`src/rtl/ctrl_fsm.sv`:
```
// ctrl_fsm: multi-cycle control unit sequencing each instruction through
// FETCH -> DECODE -> EXEC -> (MEM) -> (WB), with a ready handshake on memory
// accesses, a saturating wait-cycle timeout and sticky trapping of illegal
// encodings.
// Optional feature macro: OPIMM_EN -- when defined, opcode 0010011 (OP-IMM)
// is a legal instruction retiring through WB; when undefined it traps as an
// illegal opcode.
module ctrl_fsm #(
  parameter int MEM_TIMEOUT = 15,
  parameter int TW          = 4
) (
  input  logic       clk,
  input  logic       rst_n,
  input  logic [6:0] opcode,
  input  logic [2:0] funct3,
  input  logic       mem_ready,
  input  logic       zero,
  output logic [2:0] state,
  output logic       fetch,
  output logic       ir_write,
  output logic       pc_write,
  output logic       pc_src,
  output logic       branch,
  output logic       alusrc,
  output logic       load,
  output logic       memread,
  output logic       memwrite,
  output logic       regwrite,
  output logic [1:0] aluops,
  output logic [1:0] extnrops,
  output logic [1:0] storeops,
  output logic       trap,
  output logic [1:0] cause,
  output logic       retire
);

  typedef enum logic [2:0] {
    S_IDLE   = 3'd0,
    S_FETCH  = 3'd1,
    S_DECODE = 3'd2,
    S_EXEC   = 3'd3,
    S_MEM    = 3'd4,
    S_WB     = 3'd5,
    S_TRAP   = 3'd6
  } state_t;

  localparam logic [6:0] OP_LOAD   = 7'b0000011;
  localparam logic [6:0] OP_STORE  = 7'b0100011;
  localparam logic [6:0] OP_RTYPE  = 7'b0110011;
  localparam logic [6:0] OP_BRANCH = 7'b1100011;
  localparam logic [6:0] OP_OPIMM  = 7'b0010011;

  localparam logic [1:0] CAUSE_NONE = 2'b00;
  localparam logic [1:0] CAUSE_ILL  = 2'b01;
  localparam logic [1:0] CAUSE_TMO  = 2'b10;
  localparam logic [1:0] CAUSE_STW  = 2'b11;

  localparam logic [1:0] ALU_ADD = 2'b00;
  localparam logic [1:0] ALU_SUB = 2'b01;
  localparam logic [1:0] ALU_FN  = 2'b10;

  localparam logic [1:0] IMM_I    = 2'b00;
  localparam logic [1:0] IMM_S    = 2'b01;
  localparam logic [1:0] IMM_B    = 2'b10;
  localparam logic [1:0] IMM_NONE = 2'b11;

`ifdef OPIMM_EN
  localparam logic OPIMM_ON = 1'b1;
`else
  localparam logic OPIMM_ON = 1'b0;
`endif

  // A zero MEM_TIMEOUT disables the timeout trap entirely.
  localparam logic          TMO_ON    = (MEM_TIMEOUT > 32'sd0);
  localparam logic [TW-1:0] TMO_LIMIT = TW'(MEM_TIMEOUT);
  localparam logic [TW-1:0] CNT_MAX   = {TW{1'b1}};

  function automatic logic is_load(input logic [6:0] op);
    return (op == OP_LOAD);
  endfunction

  function automatic logic is_store(input logic [6:0] op);
    return (op == OP_STORE);
  endfunction

  function automatic logic is_rtype(input logic [6:0] op);
    return (op == OP_RTYPE);
  endfunction

  function automatic logic is_branch(input logic [6:0] op);
    return (op == OP_BRANCH);
  endfunction

  function automatic logic is_opimm(input logic [6:0] op);
    return OPIMM_ON && (op == OP_OPIMM);
  endfunction

  function automatic logic is_legal(input logic [6:0] op);
    return is_load(op) || is_store(op) || is_rtype(op) ||
           is_branch(op) || is_opimm(op);
  endfunction

  // Sequencing state and latched instruction fields
  state_t        state_q, state_d;
  logic [6:0]    op_q, op_d;
  logic [2:0]    f3_q, f3_d;
  logic [TW-1:0] cnt_q, cnt_d;
  logic [1:0]    cause_q, cause_d;

  // Registered (Moore) outputs
  logic       trap_q, trap_d;
  logic       fetch_q, fetch_d;
  logic       branch_q, branch_d;
  logic       alusrc_q, alusrc_d;
  logic       load_q, load_d;
  logic       memread_q, memread_d;
  logic       memwrite_q, memwrite_d;
  logic       regwrite_q, regwrite_d;
  logic [1:0] aluops_q, aluops_d;
  logic [1:0] extnrops_q, extnrops_d;
  logic [1:0] storeops_q, storeops_d;

  logic tmo_hit;
  logic br_taken;

  // Timeout fires only when the limit is reached and ready is still absent;
  // a ready in that same cycle completes the access instead.
  always_comb begin
    tmo_hit = 1'b0;
    if (TMO_ON && (cnt_q == TMO_LIMIT) && !mem_ready) begin
      tmo_hit = 1'b1;
    end else begin
      tmo_hit = 1'b0;
    end
  end

  // Next state, field latching, cause capture and wait-cycle counter
  always_comb begin
    state_d = state_q;
    op_d    = op_q;
    f3_d    = f3_q;
    cause_d = cause_q;
    cnt_d   = {TW{1'b0}};
    case (state_q)
      S_IDLE: begin
        state_d = S_FETCH;
      end
      S_FETCH: begin
        if (mem_ready) begin
          state_d = S_DECODE;
        end else if (tmo_hit) begin
          state_d = S_TRAP;
          cause_d = CAUSE_TMO;
        end else begin
          state_d = S_FETCH;
        end
      end
      S_DECODE: begin
        op_d = opcode;
        f3_d = funct3;
        if (!is_legal(opcode)) begin
          state_d = S_TRAP;
          cause_d = CAUSE_ILL;
        end else if (is_store(opcode) && (funct3 > 3'd2)) begin
          state_d = S_TRAP;
          cause_d = CAUSE_STW;
        end else begin
          state_d = S_EXEC;
        end
      end
      S_EXEC: begin
        if (is_load(op_q) || is_store(op_q)) begin
          state_d = S_MEM;
        end else if (is_rtype(op_q) || is_opimm(op_q)) begin
          state_d = S_WB;
        end else if (is_branch(op_q)) begin
          state_d = S_FETCH;
        end else begin
          // Unreachable with a legal latched opcode; fail safe into TRAP.
          state_d = S_TRAP;
          cause_d = CAUSE_ILL;
        end
      end
      S_MEM: begin
        if (mem_ready) begin
          if (is_load(op_q)) begin
            state_d = S_WB;
          end else begin
            state_d = S_FETCH;
          end
        end else if (tmo_hit) begin
          state_d = S_TRAP;
          cause_d = CAUSE_TMO;
        end else begin
          state_d = S_MEM;
        end
      end
      S_WB: begin
        state_d = S_FETCH;
      end
      S_TRAP: begin
        state_d = S_TRAP;
      end
      default: begin
        state_d = S_IDLE;
        cause_d = CAUSE_NONE;
      end
    endcase

    // The counter only survives while waiting in FETCH/MEM, so any entry
    // into those states starts it from zero; it saturates instead of wrapping.
    if (((state_q == S_FETCH) || (state_q == S_MEM)) && (state_d == state_q)) begin
      if (cnt_q == CNT_MAX) begin
        cnt_d = cnt_q;
      end else begin
        cnt_d = cnt_q + TW'(1'b1);
      end
    end else begin
      cnt_d = {TW{1'b0}};
    end
  end

  // Moore outputs for the state being entered, from the next-cycle fields
  always_comb begin
    trap_d     = 1'b0;
    fetch_d    = 1'b0;
    branch_d   = 1'b0;
    alusrc_d   = 1'b0;
    load_d     = 1'b0;
    memread_d  = 1'b0;
    memwrite_d = 1'b0;
    regwrite_d = 1'b0;
    aluops_d   = ALU_ADD;
    extnrops_d = IMM_I;
    storeops_d = 2'b00;
    case (state_d)
      S_FETCH: begin
        fetch_d = 1'b1;
      end
      S_EXEC: begin
        if (is_load(op_d)) begin
          alusrc_d   = 1'b1;
          aluops_d   = ALU_ADD;
          extnrops_d = IMM_I;
        end else if (is_store(op_d)) begin
          alusrc_d   = 1'b1;
          aluops_d   = ALU_ADD;
          extnrops_d = IMM_S;
        end else if (is_rtype(op_d)) begin
          aluops_d   = ALU_FN;
          extnrops_d = IMM_NONE;
        end else if (is_branch(op_d)) begin
          branch_d   = 1'b1;
          aluops_d   = ALU_SUB;
          extnrops_d = IMM_B;
        end else if (is_opimm(op_d)) begin
          alusrc_d   = 1'b1;
          aluops_d   = ALU_FN;
          extnrops_d = IMM_I;
        end else begin
          aluops_d   = ALU_ADD;
        end
      end
      S_MEM: begin
        if (is_load(op_d)) begin
          memread_d = 1'b1;
          alusrc_d  = 1'b1;
        end else if (is_store(op_d)) begin
          memwrite_d = 1'b1;
          alusrc_d   = 1'b1;
          // funct3 0/1/2 (byte/half/word) maps onto storeops 01/10/11.
          storeops_d = f3_d[1:0] + 2'd1;
        end else begin
          memread_d = 1'b0;
        end
      end
      S_WB: begin
        regwrite_d = 1'b1;
        load_d     = is_load(op_d);
      end
      S_TRAP: begin
        trap_d = 1'b1;
      end
      default: begin
        trap_d = 1'b0;
      end
    endcase
  end

  // Single state register holding FSM state, latched fields and Moore outputs
  always_ff @(posedge clk or negedge rst_n) begin
    if (!rst_n) begin
      state_q    <= S_IDLE;
      op_q       <= 7'd0;
      f3_q       <= 3'd0;
      cnt_q      <= {TW{1'b0}};
      cause_q    <= CAUSE_NONE;
      trap_q     <= 1'b0;
      fetch_q    <= 1'b0;
      branch_q   <= 1'b0;
      alusrc_q   <= 1'b0;
      load_q     <= 1'b0;
      memread_q  <= 1'b0;
      memwrite_q <= 1'b0;
      regwrite_q <= 1'b0;
      aluops_q   <= 2'b00;
      extnrops_q <= 2'b00;
      storeops_q <= 2'b00;
    end else begin
      state_q    <= state_d;
      op_q       <= op_d;
      f3_q       <= f3_d;
      cnt_q      <= cnt_d;
      cause_q    <= cause_d;
      trap_q     <= trap_d;
      fetch_q    <= fetch_d;
      branch_q   <= branch_d;
      alusrc_q   <= alusrc_d;
      load_q     <= load_d;
      memread_q  <= memread_d;
      memwrite_q <= memwrite_d;
      regwrite_q <= regwrite_d;
      aluops_q   <= aluops_d;
      extnrops_q <= extnrops_d;
      storeops_q <= storeops_d;
    end
  end

  // Same-cycle handshake outputs: fetch/branch completion and retirement.
  // pc_src follows pc_write in EXEC so it is only 1 when a branch is taken.
  always_comb begin
    ir_write = 1'b0;
    pc_write = 1'b0;
    pc_src   = 1'b0;
    retire   = 1'b0;
    br_taken = (state_q == S_EXEC) && is_branch(op_q) && zero;
    case (state_q)
      S_FETCH: begin
        ir_write = mem_ready;
        pc_write = mem_ready;
      end
      S_EXEC: begin
        pc_write = br_taken;
        pc_src   = br_taken;
        retire   = is_branch(op_q);
      end
      S_MEM: begin
        retire = is_store(op_q) && mem_ready;
      end
      S_WB: begin
        retire = 1'b1;
      end
      default: begin
        retire = 1'b0;
      end
    endcase
  end

  assign state    = state_q;
  assign fetch    = fetch_q;
  assign branch   = branch_q;
  assign alusrc   = alusrc_q;
  assign load     = load_q;
  assign memread  = memread_q;
  assign memwrite = memwrite_q;
  assign regwrite = regwrite_q;
  assign aluops   = aluops_q;
  assign extnrops = extnrops_q;
  assign storeops = storeops_q;
  assign trap     = trap_q;
  assign cause    = cause_q;

endmodule

```
`config.mk`:
```
export PLATFORM = sky130hd
export DESIGN_NAME = ctrl_fsm
export DESIGN_NICKNAME = d
export VERILOG_FILES = /design/src/rtl/ctrl_fsm.sv
export SDC_FILE = /design/constraint.sdc
export NUM_CORES = 1
export LEC_CHECK = 0
export ABC_CLOCK_PERIOD_IN_PS = 3150
export BUFFER_PORTS_ARGS = -buffer_cell sky130_fd_sc_hd__buf_2
export CAP_MARGIN = 20
export CORE_MARGIN = 5
export CORE_UTILIZATION = 30
export DETAILED_ROUTE_END_ITERATION = 8
export PLACE_DENSITY_LB_ADDON = 0.15
export SKIP_LAST_GASP = 1
export SYNTH_ARGS = -nofsm -noshare
export SYNTH_HDL_FRONTEND = slang
export SYNTH_SLANG_ARGS = --single-unit
```
`constraint.sdc`:
```
create_clock -name clk -period 3.15 [get_ports clk]
set_clock_uncertainty 0.15 [all_clocks]
set_input_delay 0.63 -clock clk [delete_from_list [all_inputs] [get_ports clk]]
set_output_delay 0.63 -clock clk [all_outputs]
set_load 0.005 [all_outputs]
```
* After elaboration in Yosys (flattened, before gate mapping)
Cells that the tools add are included.
Cells by class: $add $sub $neg 2, multiply operators 0, div/mod/pow operators 0, order comparisons 1, equal/unequal tests 32, shifts and indexed selects 0, multiplexer cells 57, bitwise gates (word level) 1, reduce and logical (&&, ||, !) cells 18
Operators by type and width (number):
- $eq 7x6->1 const B | 6
- $mux 2 | 21
- $mux 3 | 9
- $eq 7x2->1 const B | 3
- $eq 7x7->1 const B | 3
- $mux 1 | 20
- $eq 3x3->1 const B | 6
- $pmux 3 s6 | 1
- $ne 2x2->1 const B | 5
- $eq 3x2->1 const B | 3
- $mux 4 | 2
- $pmux 2 s4 | 1
- $mux 7 | 1
- $reduce_and 7->1 | 1
- $eq 3x1->1 const B | 2
- $logic_and 1x1->1 | 6
- $reduce_or 2->1 | 3
- $logic_or 1x1->1 | 5
- $add 4x1->4 const B | 1
- $eq 4x4->1 const B | 1
- $eq 3x3->1 | 1
- $gt 3x2->1 const B | 1
- $logic_not 3->1 | 1
- $ne 3x3->1 const B | 1
- 7 further kinds | 7
Word-level totals: flip-flop bits (word level) 32, latch bits 0, bits in writable memories 0, ROM bits 0, bits of input ports 14, output and inout bits 23, word-level logic and storage cells 127, memories kept 0

* Depth between registers and ports, before layout
depth after elaboration 9, mapped depth 7, depth with buffers taken out 6

* Worst setup path after synthesis
OpenSTA, ideal clock, no wires.
path type input to register, from input mem_ready, to register storeops_q[1], in the netlist storeops[1], setup time 68 ps, arrival 2147 ps, required time 2932 ps, setup slack 784 ps, stages on the path 6, path buffers 1, cells stage by stage clkbuf_1 a31oi_1 o221a_1 a211oi_1 o211ai_1 and4bb_1
On the way: cells in the longest elaborated chain, start to end 8, elaborated cells on any way between the ends 10, those cells by class eq/ne: 1; mux: 7; reduce/logical: 2
Ends and longest elaborated chain:
- start: declaration | line 16 | input logic mem_ready,
- $logic_not 1->1 | line 130 | if (TMO_ON && (cnt_q == TMO_LIMIT) && !mem_ready) begin
- $logic_and 1x1->1 | line 130
- $mux 1 | line 130
- $mux 3 / $mux 2 (equally long branches) | line 151, 191
- $mux 3 (on tied branches) | line 149, 185
- $pmux 3 s6 * | line 144 | case (state_q)
- $eq 3x3->1 * | line 236 | case (state_d)
- $mux 2 * | line 236
- named net storeops_d[1] | line 121 | logic [1:0] storeops_q, storeops_d;
- end signal: assignment | line 325 | storeops_q <= storeops_d;
- end: declaration | line 121
The timed path passes the listed nets; every way through them passes the cells marked *. A chain may end at the register's enable or synchronous reset.

* Worst setup path after layout
from register op_q[3], to output pc_write
On the way: cells in the longest elaborated chain, start to end 4
Ends and longest elaborated chain:
- start: declaration | line 105 | logic [6:0] op_q, op_d;
- start signal: assignment | line 311 | op_q <= op_d;
- $eq 7x7->1 | line 91 | return (op == OP_BRANCH);
- $logic_and 1x1->1 (2 in a row) | line 336 | br_taken = (state_q == S_EXEC) && is_branch(op_q) && zero;
- $pmux 1 s2 | line 337 | case (state_q)
- end: declaration | line 21 | output logic pc_write,
No other way between the ends.

==> reports/results.txt <==
Row cnt: 26
Worst path arrival time: 1.89 ns
Vias per Instance: 4.766
GP Congestion: 0.7718
Sequential group share of total power: 35.0%
Number of synthesis warnings: 0
CTS root buf: clkbuf_8
DP Area: 1849 sq um
CP bufs+invs: 1
FFs w/ async S/R, synth: 100.0%
Final setup viols: 0
Area contributors post-synth: dfrtp_1 (49%), mux2_2 (2.8%), nor2_1 (2.6%)
Cells after Synth: 151
Clock latency on the worst-skew pair: 0.27 ns
Post-synthesis sequential area ratio: 48.74%
Crit path from: op_q[3]$_DFF_PN0_
Tightest Pin Transition: 0.6918 ns
Hold buffers post-CTS: 0
Antenna-violating nets left: 0
Combinational power share: 45.7%
# port buffers: 36
Wire per inst: 14.13 microns
Slew Viols, Final: 0
Nets@finish: 205
Post-CTS Setup Inserts: 0
Critical setup path kind: reg -> out
Cts repair resizes: 0
Initial Util: 30.96%
EDFF count, synth: 0
Library cells used by synthesis: 53
Chip Width: 82.84 microns
Post-synth top flop: dfrtp_1
Commonest non-fill, non-tap cell in the layout: buf_2
Initial antenna violation count: 0
Outcome: finished clean
CTS tree: yes
Num ports: 37
Post-synth top area share: 48.74%
Chip height: 82.84 microns
Area growth, synth to finish: 22.48%
PwrDens: 886.0 nW/um^2
Worst IR Drop VDD: 301.7 uV
Syn Std Cell Area: 1592 sq um
Worst-path cell chain: nand4bb_1 -> nor4_1 -> and4_1 -> or2_2 -> buf_2
Largest stage delay on the critical path: 0.45 ns
Critical Path Source Type: register
Count of max-cap constraint violations: 0
RSZ-0062 raised after global routing: false
Total track usage: 10.89%
FMAX: 374.3 MHz
Setup TNS: 0 ns
Switching Share: 37.68%
H-tree levels: 2
Post-Layout Inst Area: 1949 sq um
Most frequent cells in the layout: buf_2 (36), dfrtp_1 (31), nor2_1 (11)
Vias in the first global route: 1279
Largest area contributor in the netlist: dfrtp_1
N_diodes: 0
Residual DRC: 0
WL final: 3687 microns
Grt total ovfl: 0
R2R Path Start: cnt_q[0]$_DFFE_PN0P_
Fin crit period: 2.671 ns
Layout cells sized above 1: 30.37%
Fill count: 545
Final WS setup: 0.4786 ns
Clk slew on worst S/H paths: 0.06 ns
Slowest-stage cell, CP: nor4_1
Hold Path Class: in -> async
NetSw: 650.9 uW
Setup WS pre-CTS: 0.4228 ns
Post-detail-place hpwl: 2826 microns
Internal: 1.076 mW
CP endpoint kind: output pin
#FFs+latches synth: 31
Final hold violation count: 0
Total CTS buffers: 5
Mean post-synth cell area: 10.54 sq um
Worst Path Required: 2.37 ns
Max-slew headroom: 53.88%
Largest net degree at the start of global routing: 32
CP delay by family, top: simple AND/OR/NAND/NOR gates
Bufs on Longest Clock Path: 2
DR pass1 iterations: 4
Initial DRC count: 124
Leakage: 0.9251 nW
Post-synth net total: 166
Core Box Area: 5140 sq um
First-pass GRT wire length: 6154 microns
Clock share of power: 19.3%
Die area: 6862 sq um
Final period util: 84.81%
Total clock sinks: 31
Via Count: 1244
CP Max Fanout: 3
[worst reg2reg max path, cell delays in order, from the launching register on]
cell,delay (ns)
dfrtp_1,0.40
ha_1,0.26
a31oi_1,0.16
o221a_1,0.30
a211oi_1,0.50
o211ai_1,0.32
and4bb_1,0.36
[stage by stage]
step	utilization (%)	total power [mW]	instances	hold slack, ns
floorplan	-	1.177	151	0.1844
global placement	35.98	1.387	253	0.3195
detailed placement	35.98	1.399	253	0.3346
CTS	37.93	1.749	261	0.2630
global route	37.93	1.859	261	0.3098
finish	37.93	1.727	261	0.2493
[Yosys cell counts (3+ instances only)]
master    number
a211oi_1       3
a21oi_1        6
clkbuf_1       5
dfrtp_1       31
inv_1          7
mux2_1         3
mux2_2         4
mux2i_1        3
nand2_1        7
nand2b_1       3
nand3_1        5
nor2_1        11
nor2b_1        5
nor3_1         4
o21ai_0        3
o31a_1         3
xnor2_1        3
[final timing paths]
check,end,depth (start not counted),slack (ns)
setup / recovery,pc_write,5,0.48
hold / removal,cnt_q[1]$_DFFE_PN0P_,1,0.25
setup reg to reg,storeops[1]$_DFF_PN0_,6,0.64
hold reg to reg,cause[0]$_DFFE_PN0P_,1,0.35
max in group asynchronous,aluops[0]$_DFF_PN0_,1,2.15
min in group clk,cause[0]$_DFFE_PN0P_,1,0.35
[cell families (layout without fill, tap and decap cells)]
| logic type | count (synthesis) | in the layout | share of synthesized area (%) |
|---|---|---|---|
| DFF | 31 | 31 | 48.74 |
| and+or+nand+nor | 56 | 56 | 21.54 |
| muxes | 11 | 11 | 7.782 |
| xor gates and xnor gates | 3 | 3 | 1.651 |
| adders and majority gates | 2 | 2 | 1.415 |
| buffers and inverters | 17 | 57 | 4.875 |
| AOI/OAI and AO/OA | 31 | 31 | 13.99 |
[power by group through the flow]
stage / clock network [mW] / logic [mW] / registers (mW)
2_1_floorplan: 0 / 0.587 / 0.590
3_3_place_gp: 0 / 0.781 / 0.606
3_5_place_dp: 0 / 0.786 / 0.613
4_1_cts: 0.350 / 0.793 / 0.605
5_1_grt: 0.364 / 0.875 / 0.619
6_report: 0.333 / 0.789 / 0.605
[sequential cells by signal, summed over array words and instances (netlist names)]
| register | flops |
|---|---|
| regwrite | 1 |
| memread | 1 |
| alusrc | 1 |
| aluops | 2 |
| state | 3 |
| load | 1 |
| f3_q | 2 |
| trap | 1 |
| cause | 2 |
| op_q | 7 |
| storeops | 2 |
| cnt_q | 4 |
| fetch | 1 |
| memwrite | 1 |
| extnrops | 2 |
[routing by layer]
layer,global-route usage [%],up-vias,part of all wire [%]
li1,-,620,-
met4,3.120,0,0.62
met1,14.53,589,48
met3,3.861,2,4.6
met2,16.62,33,47
met5,0,-,0
[area by class of cell]
class	instances	area (sq um)	share of cell area, %
Tap cell	70	87.58	4.493
Inverter	8	30.03	1.540
Clock buffer	8	100.1	5.135
Sequential cell	31	775.7	39.79
Timing Repair Buffer	41	217.7	11.17
Multi-Input combinational cell	103	738.2	37.87
Power figures use the tool's default switching activity.
